===== src/rtl/bishift_pkg.sv =====
// Shared constants, requester IDs and FSM state type for the bidirectional
// shifter arbiter and its datapath.
package bishift_pkg;

  localparam int DATA_W  = 8;
  localparam int SHAMT_W = 3;

  localparam logic ID_A = 1'b0;
  localparam logic ID_B = 1'b1;

  typedef enum logic {
    EMPTY = 1'b0,
    FULL  = 1'b1
  } state_e;

  function automatic logic [DATA_W-1:0] bit_rev(input logic [DATA_W-1:0] v);
    logic [DATA_W-1:0] r;
    r = '0;
    for (int i = 0; i < DATA_W; i++) begin
      r[i] = v[DATA_W-1-i];
    end
    return r;
  endfunction

endpackage


===== src/rtl/bishift_parallel_8.sv =====
// Combinational 8-bit logical shifter, left or right with zero fill.
// A left shift is a right shift applied to the bit-reversed operand.
module bishift_parallel_8 (
  input  logic [7:0] data,
  input  logic [2:0] sel,
  input  logic       right,
  output logic [7:0] out
);
  import bishift_pkg::*;

  logic [7:0] pre;
  logic [7:0] s0;
  logic [7:0] s1;
  logic [7:0] s2;

  always_comb begin
    pre = right ? data : bit_rev(data);
    s0  = sel[0] ? {1'b0,    pre[7:1]} : pre;
    s1  = sel[1] ? {2'b00,   s0[7:2]}  : s0;
    s2  = sel[2] ? {4'b0000, s1[7:4]}  : s1;
    out = right ? s2 : bit_rev(s2);
  end

endmodule


===== src/rtl/bishift_arb_ctrl_8.sv =====
// Round-robin arbiter sharing one bishift_parallel_8 between two requesters;
// one-deep result register with valid/ready handshake and per-requester grant counters.
module bishift_arb_ctrl_8 #(
  parameter int DATA_W  = bishift_pkg::DATA_W,
  parameter int SHAMT_W = bishift_pkg::SHAMT_W,
  parameter int CNT_W   = 16
) (
  input  logic               clk,
  input  logic               rst_n,
  input  logic               a_valid,
  output logic               a_ready,
  input  logic [DATA_W-1:0]  a_data,
  input  logic [SHAMT_W-1:0] a_sel,
  input  logic               a_right,
  input  logic               b_valid,
  output logic               b_ready,
  input  logic [DATA_W-1:0]  b_data,
  input  logic [SHAMT_W-1:0] b_sel,
  input  logic               b_right,
  output logic               rsp_valid,
  input  logic               rsp_ready,
  output logic [DATA_W-1:0]  rsp_data,
  output logic               rsp_id,
  output logic [CNT_W-1:0]   a_grants,
  output logic [CNT_W-1:0]   b_grants
);
  import bishift_pkg::*;

  state_e             state_q, state_d;
  logic               last_grant_q, last_grant_d;
  logic [DATA_W-1:0]  rsp_data_q, rsp_data_d;
  logic               rsp_id_q, rsp_id_d;
  logic [CNT_W-1:0]   a_grants_q, a_grants_d;
  logic [CNT_W-1:0]   b_grants_q, b_grants_d;

  logic               grant_a, grant_b;
  logic               can_accept, accept;
  logic [DATA_W-1:0]  sh_data, sh_out;
  logic [SHAMT_W-1:0] sh_sel;
  logic               sh_right;

  // Under contention the requester that did not win last time goes next.
  always_comb begin
    grant_a = 1'b0;
    grant_b = 1'b0;
    if (a_valid && b_valid) begin
      if (last_grant_q == ID_A) begin
        grant_b = 1'b1;
      end else begin
        grant_a = 1'b1;
      end
    end else begin
      grant_a = a_valid;
      grant_b = b_valid;
    end
  end

  // A held result being drained this cycle frees the register for a new one.
  assign can_accept = (state_q == EMPTY) || (rsp_ready && (state_q == FULL));
  assign a_ready    = can_accept && grant_a;
  assign b_ready    = can_accept && grant_b;
  assign accept     = a_ready || b_ready;

  always_comb begin
    sh_data  = '0;
    sh_sel   = '0;
    sh_right = 1'b0;
    if (grant_a) begin
      sh_data  = a_data;
      sh_sel   = a_sel;
      sh_right = a_right;
    end else if (grant_b) begin
      sh_data  = b_data;
      sh_sel   = b_sel;
      sh_right = b_right;
    end
  end

  bishift_parallel_8 u_shift (
    .data  (sh_data),
    .sel   (sh_sel),
    .right (sh_right),
    .out   (sh_out)
  );

  always_comb begin
    state_d      = state_q;
    last_grant_d = last_grant_q;
    rsp_data_d   = rsp_data_q;
    rsp_id_d     = rsp_id_q;
    a_grants_d   = a_grants_q;
    b_grants_d   = b_grants_q;
    if (accept) begin
      state_d      = FULL;
      rsp_data_d   = sh_out;
      rsp_id_d     = grant_b ? ID_B : ID_A;
      last_grant_d = grant_b ? ID_B : ID_A;
      if (grant_a) begin
        a_grants_d = a_grants_q + CNT_W'(1);
      end else begin
        b_grants_d = b_grants_q + CNT_W'(1);
      end
    end else if ((state_q == FULL) && rsp_ready) begin
      state_d = EMPTY;
    end
  end

  always_ff @(posedge clk or negedge rst_n) begin
    if (!rst_n) begin
      state_q      <= EMPTY;
      last_grant_q <= ID_B;
      rsp_data_q   <= '0;
      rsp_id_q     <= ID_A;
      a_grants_q   <= '0;
      b_grants_q   <= '0;
    end else begin
      state_q      <= state_d;
      last_grant_q <= last_grant_d;
      rsp_data_q   <= rsp_data_d;
      rsp_id_q     <= rsp_id_d;
      a_grants_q   <= a_grants_d;
      b_grants_q   <= b_grants_d;
    end
  end

  assign rsp_valid = (state_q == FULL);
  assign rsp_data  = rsp_data_q;
  assign rsp_id    = rsp_id_q;
  assign a_grants  = a_grants_q;
  assign b_grants  = b_grants_q;

endmodule


===== config.mk =====
export PLATFORM = sky130hd
export DESIGN_NAME = bishift_arb_ctrl_8
export DESIGN_NICKNAME = d
export VERILOG_FILES = /design/src/rtl/bishift_pkg.sv /design/src/rtl/bishift_parallel_8.sv /design/src/rtl/bishift_arb_ctrl_8.sv
export SDC_FILE = /design/constraint.sdc
export NUM_CORES = 1
export LEC_CHECK = 0
export CORE_MARGIN = 1.5
export CORE_UTILIZATION = 45
export CTS_BUF_LIST = sky130_fd_sc_hd__clkbuf_8 sky130_fd_sc_hd__clkbuf_16
export DETAILED_ROUTE_END_ITERATION = 7
export HOLD_SLACK_MARGIN = 0.1
export PLACE_DENSITY = 0.89
export SYNTH_ARGS = -nofsm -noshare
export SYNTH_HDL_FRONTEND = slang
export SYNTH_SLANG_ARGS = --single-unit

===== constraint.sdc =====
create_clock -name clk -period 2.9 [get_ports clk]
set_input_delay 0.435 -clock clk [delete_from_list [all_inputs] [get_ports clk]]
set_output_delay 0.435 -clock clk [all_outputs]
set_load 0.1 [all_outputs]

# Yosys cells after proc, flatten, opt, wreduce, memory -nomap -nowiden
# Index checks and enable logic that the tools add are counted.
# Widths: inputs -> output; s select.
[word_totals]
ramBits = 0
wordCells = 37
n_memories = 0
regBits = 43
mem_bits_ro = 0
latchBits = 0
[classes]
n_div = 0
mux = 18
multipliers = 0
bitwise_logic = 2
reduce_logical = 9
shift = 0
add_sub_neg = 2
order_cmp = 0
n_eq_ne = 0
[op_table]
columns = ["cell", "count"]
rows = [
  ["$mux 8", 7],
  ["$add 16x1->16 const B", 2],
  ["$mux 1", 9],
  ["$mux 3", 2],
  ["$logic_and 1x1->1", 4],
  ["$reduce_and 2->1", 2],
  ["$logic_or 1x1->1", 2],
  ["$not 1->1", 2],
  ["$reduce_bool 2->1", 1],
]

# Logic depth before layout (Yosys ltp)
# Gate-level depths: netlist (run 1).
[logic_depth]
ltp_word = 9
mapped_depth = 9

# Modules after synthesis
# From an unflattened synthesis (run 1), not the netlist that was laid out.
[hier_totals]
cells_unflattened = 246
hier_area_um2 = 2538.7
[by_module_without_submodules]
columns = ["mod", "cells_per_inst", "n_inst", "area_per_inst_um2"]
rows = [
  ["bishift_arb_ctrl_8", 170, 1, 2015.7],
  ["bishift_parallel_8", 76, 1, 523.0],
]

# Worst setup path after synthesis (run 1)
# OpenSTA, ideal clock, no wires.
[synth_path]
kind = "reg2reg"
from = "reg state_q, in the netlist rsp_valid"
to = "reg b_grants_q[13], in the netlist b_grants[13]"
t_required_ns = 2.742
path_stages_with_launch = 9
synth_period_minus_slack_ns = 2.487
path_slack_ns = 0.413
setup_time_ns = 0.158
path_buffers = 2
t_arrival_ns = 2.329
path_cell_list = "dfrtp_1 > nand2b_1 > and2_1 > buf_4 > and4_1 > and3_1 > buf_2 > nand4_1 > xnor2_1"
[synth_via]
elab_chain_len = 5
word_cells_on_any_way = 7
classes_between = "bitwise (1); reduce/logical (6)"
[synth_rtl]
columns = ["item", "line_no", "rtl"]
rows = [
  ["from (decl)", "bishift_arb_ctrl_8.sv:29", "state_e state_q, state_d;"],
  ["from (signal assigned)", "bishift_arb_ctrl_8.sv:117", "state_q <= state_d;"],
  ["$logic_and 1x1->1 or $not 1->1 (tied branches)", "bishift_arb_ctrl_8.sv:59", "assign can_accept = (state_q == EMPTY) || (rsp_ready && (state_q == FULL));"],
  ["$logic_or 1x1->1 *", "bishift_arb_ctrl_8.sv:59", ""],
  ["$logic_and 1x1->1 *", "bishift_arb_ctrl_8.sv:61", "assign b_ready = can_accept && grant_b;"],
  ["net b_ready", "bishift_arb_ctrl_8.sv:16", "output logic b_ready,"],
  ["$logic_or 1x1->1 *", "bishift_arb_ctrl_8.sv:62", "assign accept = a_ready || b_ready;"],
  ["$reduce_and 2->1 (no source line) *", "-", ""],
  ["to (signal assigned)", "bishift_arb_ctrl_8.sv:122", "b_grants_q <= b_grants_d;"],
  ["to (decl)", "bishift_arb_ctrl_8.sv:34", "logic [CNT_W-1:0] b_grants_q, b_grants_d;"],
]
# Mark *: on every way through the listed nets, which the timed path passes. The rest lies on a longest branch.
# A chain may end at the register's enable or synchronous reset.

# Worst setup path in the final report (run 1)
[layout_path]
from = "in a_valid"
to = "reg rsp_data_q[3], in the netlist rsp_data[3]"
[layout_via]
elab_chain_len = 9
word_cells_on_any_way = 17
classes_between = "mux (13); reduce/logical (4)"
[layout_rtl]
columns = ["item", "line_no", "rtl"]
rows = [
  ["from (decl)", "bishift_arb_ctrl_8.sv:10", "input logic a_valid,"],
  ["$logic_and 1x1->1", "bishift_arb_ctrl_8.sv:46", "if (a_valid && b_valid) begin"],
  ["$mux 1", "bishift_arb_ctrl_8.sv:46", ""],
  ["$mux 8 or $mux 1 (tied branches)", "bishift_arb_ctrl_8.sv:72", "end else if (grant_b) begin"],
  ["$mux 8 or $mux 1 (tied branches)", "bishift_arb_ctrl_8.sv:68", "if (grant_a) begin"],
  ["$mux 8", "bishift_parallel_8.sv:17", "pre = right ? data : bit_rev(data);"],
  ["$mux 8", "bishift_parallel_8.sv:18", "s0 = sel[0] ? {1'b0, pre[7:1]} : pre;"],
  ["$mux 8", "bishift_parallel_8.sv:19", "s1 = sel[1] ? {2'b00, s0[7:2]} : s0;"],
  ["$mux 8", "bishift_parallel_8.sv:20", "s2 = sel[2] ? {4'b0000, s1[7:4]} : s1;"],
  ["$mux 8", "bishift_parallel_8.sv:21", "out = right ? s2 : bit_rev(s2);"],
  ["to (signal assigned)", "bishift_arb_ctrl_8.sv:119", "rsp_data_q <= rsp_data_d;"],
  ["to (decl)", "bishift_arb_ctrl_8.sv:31", "logic [DATA_W-1:0] rsp_data_q, rsp_data_d;"],
]
# Several ways; a longest one is shown, not always the timed one.

==> results of run 1 <==
-- stage by stage --
stage	hold WS (ns)	area [µm²]
final	0.271	3240
after global routing	0.369	3240
after CTS	0.319	3240
after detailed placement	0.471	3160
after global placement	0.463	3160
after floorplan	0.139	2460
-- state kept, by name, indices dropped and copies added, names as in the netlist --
| name | count |
|---|---|
| a_grants | 16 |
| b_grants | 16 |
| rsp_data | 8 |
| last_grant_q | 1 |
| rsp_id | 1 |
| rsp_valid | 1 |
-- worst paths after layout --
check / to / slack [ns]
worst max register to register: rsp_data[3] / 0.61
min in group clk: b_grants[15] / 0.48
worst min register to register: b_grants[15] / 0.48
worst min-delay path: a_grants[14] / 0.27
max in group asynchronous: b_grants[8] / 2.06
worst max-delay path: rsp_data[3] / 0.44
-- cell type report --
class                      count  share of cell area
sequential                    43               0.332
clock inverter                 3             0.00502
timing repair buffer          81               0.215
clock buffer                   5              0.0212
inverter                       3             0.00347
multi-input combinational    181               0.395
tap                           70              0.0270
-- where the power goes --
group	switching, W	total [W]	internal [W]
clock network	0.000203	0.000368	0.000165
registers	0.000122	0.000839	0.000717
logic	0.00115	0.00152	0.000371
-- synthesized netlist by cell type, drive strengths merged (3+ instances only) --
library cell	n	area [µm²]
nand3	21	105
a32oi	5	58.8
a21oi	6	33.8
a31oi	3	18.8
and3	9	56.3
nand2	20	75.1
buf	14	92.6
inv	3	11.3
nor2b	3	18.8
o21ai	8	40.0
dfrtp	42	1050
nor2	11	41.3
nand4	4	25.0
xor2	8	70.1
a32o	12	120
and4	4	35.0
xnor2	23	201
o22ai	4	25.0
nor3	8	45.0
mux2i	12	124
-- layer usage --
layer,part of all wire,up-vias
li1,-,1033
met1,0.46,1082
met2,0.48,93
met3,0.061,4
met4,0.0058,0
met5,0,-
-- kinds of logic after synthesis --
group,Yosys count
AO/OA/AOI/OAI,49
AND/OR/NAND/NOR,85
adder cells (fa/ha/maj),2
flip-flops,43
buffers and inverters,17
multiplexers,14
XOR/XNOR,31
-- layout by cell type (no fill, tap or decap), types with 3 or more instances in the layout --
master / synthesis / routed
buf_4: 4 / 51
dfrtp_1: 42 / 42
clkdlybuf4s50_1: 0 / 27
xnor2_1: 23 / 23
nand3_1: 21 / 21
nand2_1: 20 / 20
a32o_1: 12 / 12
nor2_1: 11 / 11
mux2i_1: 11 / 11
and3_1: 9 / 9
xor2_1: 8 / 8
nor3_1: 7 / 7
a21oi_1: 5 / 5
o21ai_0: 5 / 5
clkbuf_8: 0 / 5
inv_1: 3 / 4
o22ai_1: 4 / 4
and4_1: 4 / 4
nand4_1: 4 / 4
o21ai_1: 3 / 3
a32oi_1: 3 / 3
a31oi_1: 3 / 3
nor2b_1: 3 / 3
==> metrics.txt, run 1 <==
run status finished clean; Pleak 1.48 nW; worst reg2reg path startpoint last_grant_q; drt drc 0; CP endpoint kind flop; layout cells sized above 1 0.228; Area Overhead vs Synth 31.6%; CTS clock-pin slew for the worst setup and hold paths 0.09 ns; Setup Buffers After CTS 0; storage element area 0.00108 mm²; largest net degree at the start of global routing 44; worst setup margin 0.442 ns; post-synthesis compound-gate area fraction 0.161; die area 0.00592 mm²; I/O pins 73; cell breakdown of the critical path clkdlybuf4s50_1 > a21boi_4 > a32o_1 > mux2i_1 > nor3_1 > a221oi_1 > o21ai_1; Layout Nets 346; vias per cell 5.73; Hold Path Class input port to asynchronous set/reset pin; cells after synthesis 241; Post-Syn Area 0.00246 mm²; Synth Register Bits 43; Post-synth ARST share 1.00; CP Max Fanout 10; Fillers 455; CP startpoint a_valid; hold buffers post-CTS 0; Req. time, crit path 3.06 ns; worst slack, placed 0.201 ns; Post-synth EDFFs 0; Final period util 0.848; Finished Core Util 0.623; diode count 0; Routed WL 6050 µm; port bufs 72; Iter 0 DRT Violations 113; R2R cell count 6; global routing's busiest layer met2; Final Max Slew Viols 0; largest family of logic cells by synthesized area simple AND/OR/NAND/NOR gates; slowest CP cell clkdlybuf4s50_1; core area 0.00520 mm²; FMAX 407 MHz; clk sinks 43; global routing usage on met1 0.288; PostCTS Resize Cnt 0; global placement routability congestion 0.921; Root Buffer clkbuf_8; grt met2 use 0.347; Post-DP HPWL 4610 µm; post-synthesis mux area share 0.0610; number of global-route vias before repair 2,092; crit-path leading delay family compound AO/OA/AOI/OAI gates; WS Path Type input port to flop; Routed Antenna Nets 0; Slew @ Worst Pin 0.916 ns; Crit path depth 7; chip height 77.0 µm; Post-Synth Simple-Gate Area 0.178; max cap viols 0; Die Wd 77.0 µm; GRT Residual Overflow 0; Post-Synth XOR/XNOR Area 0.110; Yosys cell types 43; Num CTS Buffers 5; Starting Density 0.473; Final min period 2.46 ns; H-tree depth 2; Mean Syn Cell Area 10.2 µm²; routed via count 2,212; delay of the slowest critical-path stage 0.59 ns; first-pass GRT wire length 10,100 µm; deepest clock path buffer count 2; maximum vdd drop 0.000739 V; fin cells 386; setup TNS 0 ns; Main synth FF type dfrtp_1; placed insts 378; clock latency at the later pin of the worst-skew pair 0.29 ns; GRT Total Usage 0.209; routed wire length per instance 15.7 µm; initial antenna violation count 0; total chip power 0.00273 W; RSZ-0062 raised after global routing false; row cnt 26; final setup vio count 0; Layout Skew 0.0107 ns; Seq/Total Area, Yosys 0.438; CTS tree done; crit start category input port; Post-Syn Nets 272; global routing usage on met3 0.0405; Final Hold Viols 0; footprint of the multi-input gates 0.00128 mm²; WP buf/inv 1; Arr. time, crit path 2.62 ns; worst rel slew slack 0.389; adder-cell area share of the yosys netlist 0.0102; pwr/cell area 841 mW/mm²; DRT Pass-1 Iters 4; Synthesis Warnings 0
No activity file was read; power rests on OpenSTA's default activity.
==> run 2: changes to the inputs <==
--- a/config.mk
+++ b/config.mk
@@ -6,7 +6,7 @@
 export NUM_CORES = 1
 export LEC_CHECK = 0
 export CORE_MARGIN = 1.5
-export CORE_UTILIZATION = 45
+export CORE_UTILIZATION = 43
 export CTS_BUF_LIST = sky130_fd_sc_hd__clkbuf_8 sky130_fd_sc_hd__clkbuf_16
 export DETAILED_ROUTE_END_ITERATION = 7
 export HOLD_SLACK_MARGIN = 0.1
==> constraint.sdc (replaced) <==
create_clock -name clk -period 2 [get_ports clk]
set_input_delay 0.3 -clock clk [delete_from_list [all_inputs] [get_ports clk]]
set_output_delay 0.3 -clock clk [all_outputs]
set_load 0.1 [all_outputs]
==> run 2 against run 1 <==
Effect of this change:
- the run now ends with setup timing left
- clock power increased by 53%
- largest power group unchanged
- final area up 18%
- critical endpoint is now rsp_data[4]
- clock skew fell by 0.0042 ns
- highest routed layer unchanged
- sequential cell count did not move
- sequential share of layout area is 4.6 points lower
- non-clock buffer count is 43 higher
- setup slack worse by 0.56 ns
- routed wire length increased by 32%
- die area rose by 4.5%
- worst hold slack improved by 0.20 ns
- core utilization up 7.3 points
==> metrics.txt, run 2 (synthesized netlist as in run 1, its figures left out) <==
CTS clock-pin slew for the worst setup and hold paths 0.08 ns; final setup vio count 14; worst setup margin -0.119 ns; worst rel slew slack 0.669; Post-DP HPWL 5540 µm; run status finished with violations; global placement routability congestion 0.971; Final Hold Viols 0; R2R Setup Slk -0.12 ns; H-tree depth 2; Layout Nets 389; Pleak 1.76 nW; delay of the slowest critical-path stage 0.54 ns; worst hold endpoint b_grants[15]; row cnt 27; routed wire length per instance 18.6 µm; worst reg2reg path startpoint last_grant_q; largest net degree at the start of global routing 23; WP buf/inv 2; FMAX 472 MHz; drt drc 0; most frequent cells in the layout buf_4, dfrtp_1, clkdlybuf4s50_1; Req. time, crit path 2.17 ns; Final Instance Area 0.00383 mm²; crit start category flop; Layout Skew 0.00642 ns; Final period util 1.06; Final min period 2.12 ns; Root Buffer clkbuf_8; Starting Density 0.447; layout cells sized above 1 0.437; GRT Total Usage 0.249; CP Max Fanout 6; Slew @ Worst Pin 0.496 ns; RSZ-0062 raised after global routing true; initial antenna violation count 0; Finished Core Util 0.696; Routed WL 8000 µm; Iter 0 DRT Violations 158; GRT Residual Overflow 0; Hold Path Class flop to flop; die area 0.00619 mm²; CTS tree done; deepest clock path buffer count 2; I/O pins 73; diode count 0; Arr. time, crit path 2.29 ns; cell breakdown of the critical path nand2b_1 > a32o_2 > mux2i_4 > buf_6 > buf_4 > nor3_1 > a21oi_1 > o311ai_2; WS Path Type flop to flop; first-pass GRT wire length 12,000 µm; vias per cell 5.81; Num CTS Buffers 5; R2R cell count 8; max cap viols 0; hold_sp b_grants[15]; number of global-route vias before repair 2,494; Die Wd 78.7 µm; failing checks setup timing; maximum vdd drop 0.000969 V; Final Max Slew Viols 0; slowest CP cell dfstp_2; CP endpoint kind flop; port bufs 72; clock latency at the later pin of the worst-skew pair 0.30 ns; clk sinks 43; DRT Pass-1 Iters 4; crit-path leading delay family compound AO/OA/AOI/OAI gates; commonest non-fill, non-tap cell in the layout buf_4; area of placed instances 0.00348 mm²; routed via count 2,506; Area Overhead vs Synth 55.6%; core area 0.00551 mm²; pwr/cell area 1130 mW/mm²; Routed Antenna Nets 0; critical register-to-register path endpoint rsp_data[4]; chip height 78.7 µm; hold path depth 1
==> run 2: cell types whose count changed in the layout (fill, tap and decap cells not counted), sizes merged <==
cell           delta
buf              +42
dlymetal6s2s      +1
clkdlybuf4s50     -2
clkbuf            +1
dlygate4sd2       +1
dlygate4sd3       +1
inv               -1
==> run 2: final cells by class <==
| class | count | area (µm²) |
|---|---|---|
| Multi-Input combinational cell | 181 | 1440 |
| Sequential cell | 43 | 1100 |
| Clock inverter | 2 | 8.76 |
| Timing Repair Buffer | 124 | 1100 |
| Fill cell | 396 | 1680 |
| Inverter | 3 | 15.0 |
| Tap cell | 72 | 90.1 |
| Clock buffer | 6 | 82.6 |
==> run 2: metrics by stage <==
step | setup slack [ns] | total power [W] | setup TNS, ns | instances | hold slack (ns)
finish | -0.119 | 0.00434 | -0.790 | 431 | 0.472
global route | -0.164 | 0.00450 | -1.89 | 431 | 0.500
CTS | -0.00791 | 0.00422 | -0.0236 | 427 | 0.472
detailed placement | -0.382 | 0.00361 | -8.09 | 414 | 0.298
global placement | -0.337 | 0.00356 | -5.50 | 414 | 0.289
floorplan | -0.0343 | 0.00294 | -0.0343 | 241 | 0.00441
==> run 2: worst max-delay path by stage <==
| stage | start | endpoint | slack [ns] | depth (start not counted) |
|---|---|---|---|---|
| after floorplan | rsp_valid | b_grants[13] | -0.03 | 8 |
| after global placement | b_valid | rsp_data[6] | -0.34 | 8 |
| after detailed placement | b_valid | b_grants[7] | -0.38 | 8 |
| after CTS | last_grant_q | rsp_data[4] | -0.008 | 8 |
| after global routing | last_grant_q | rsp_data[4] | -0.16 | 8 |
| final | last_grant_q | rsp_data[4] | -0.12 | 8 |
==> run 2: routing by layer <==
layer | vias up | part of all wire | track usage
met4 | 0 | 0.033 | 0.0911
li1 | 1129 | - | -
met5 | - | 0 | 0
met3 | 29 | 0.078 | 0.0477
met1 | 1210 | 0.38 | 0.301
met2 | 138 | 0.51 | 0.437
==> run 2: what timing repair did <==
item / in CTS / in global routing
resized for setup: 15 / 29
setup endpoints to repair: 15 / 21
gates cloned: 1 / 0
setup buffers: 3 / 4
hold buffers: 1 / 0
hold endpoints to repair: 20 / 0
pin swaps: 5 / 12
==> run 2: power breakdown <==
| group | total, W | leakage (nW) | internal (W) | switching, W |
|---|---|---|---|---|
| clock network | 0.000563 | 0.0524 | 0.000273 | 0.000289 |
| registers | 0.00125 | 0.539 | 0.00105 | 0.000191 |
| logic | 0.00253 | 1.17 | 0.000740 | 0.00179 |
==> run 2: worst register-to-register path, cell delays in order (launching register included) <==
cell      delay (ns)
dfstp_2         0.54
nand2b_1        0.20
a32o_2          0.39
mux2i_4         0.34
buf_6           0.13
buf_4           0.09
nor3_1          0.04
a21oi_1         0.14
o311ai_2        0.11
==> run 3: changes to the inputs <==
--- a/config.mk
+++ b/config.mk
@@ -8,6 +8,7 @@
 export CORE_MARGIN = 1.5
 export CORE_UTILIZATION = 43
 export CTS_BUF_LIST = sky130_fd_sc_hd__clkbuf_8 sky130_fd_sc_hd__clkbuf_16
+export CTS_CLUSTER_SIZE = 25
 export DETAILED_ROUTE_END_ITERATION = 7
 export HOLD_SLACK_MARGIN = 0.1
 export PLACE_DENSITY = 0.89
==> results of run 3 <==
The final DEF is identical to that of run 2; final timing and power are the same.
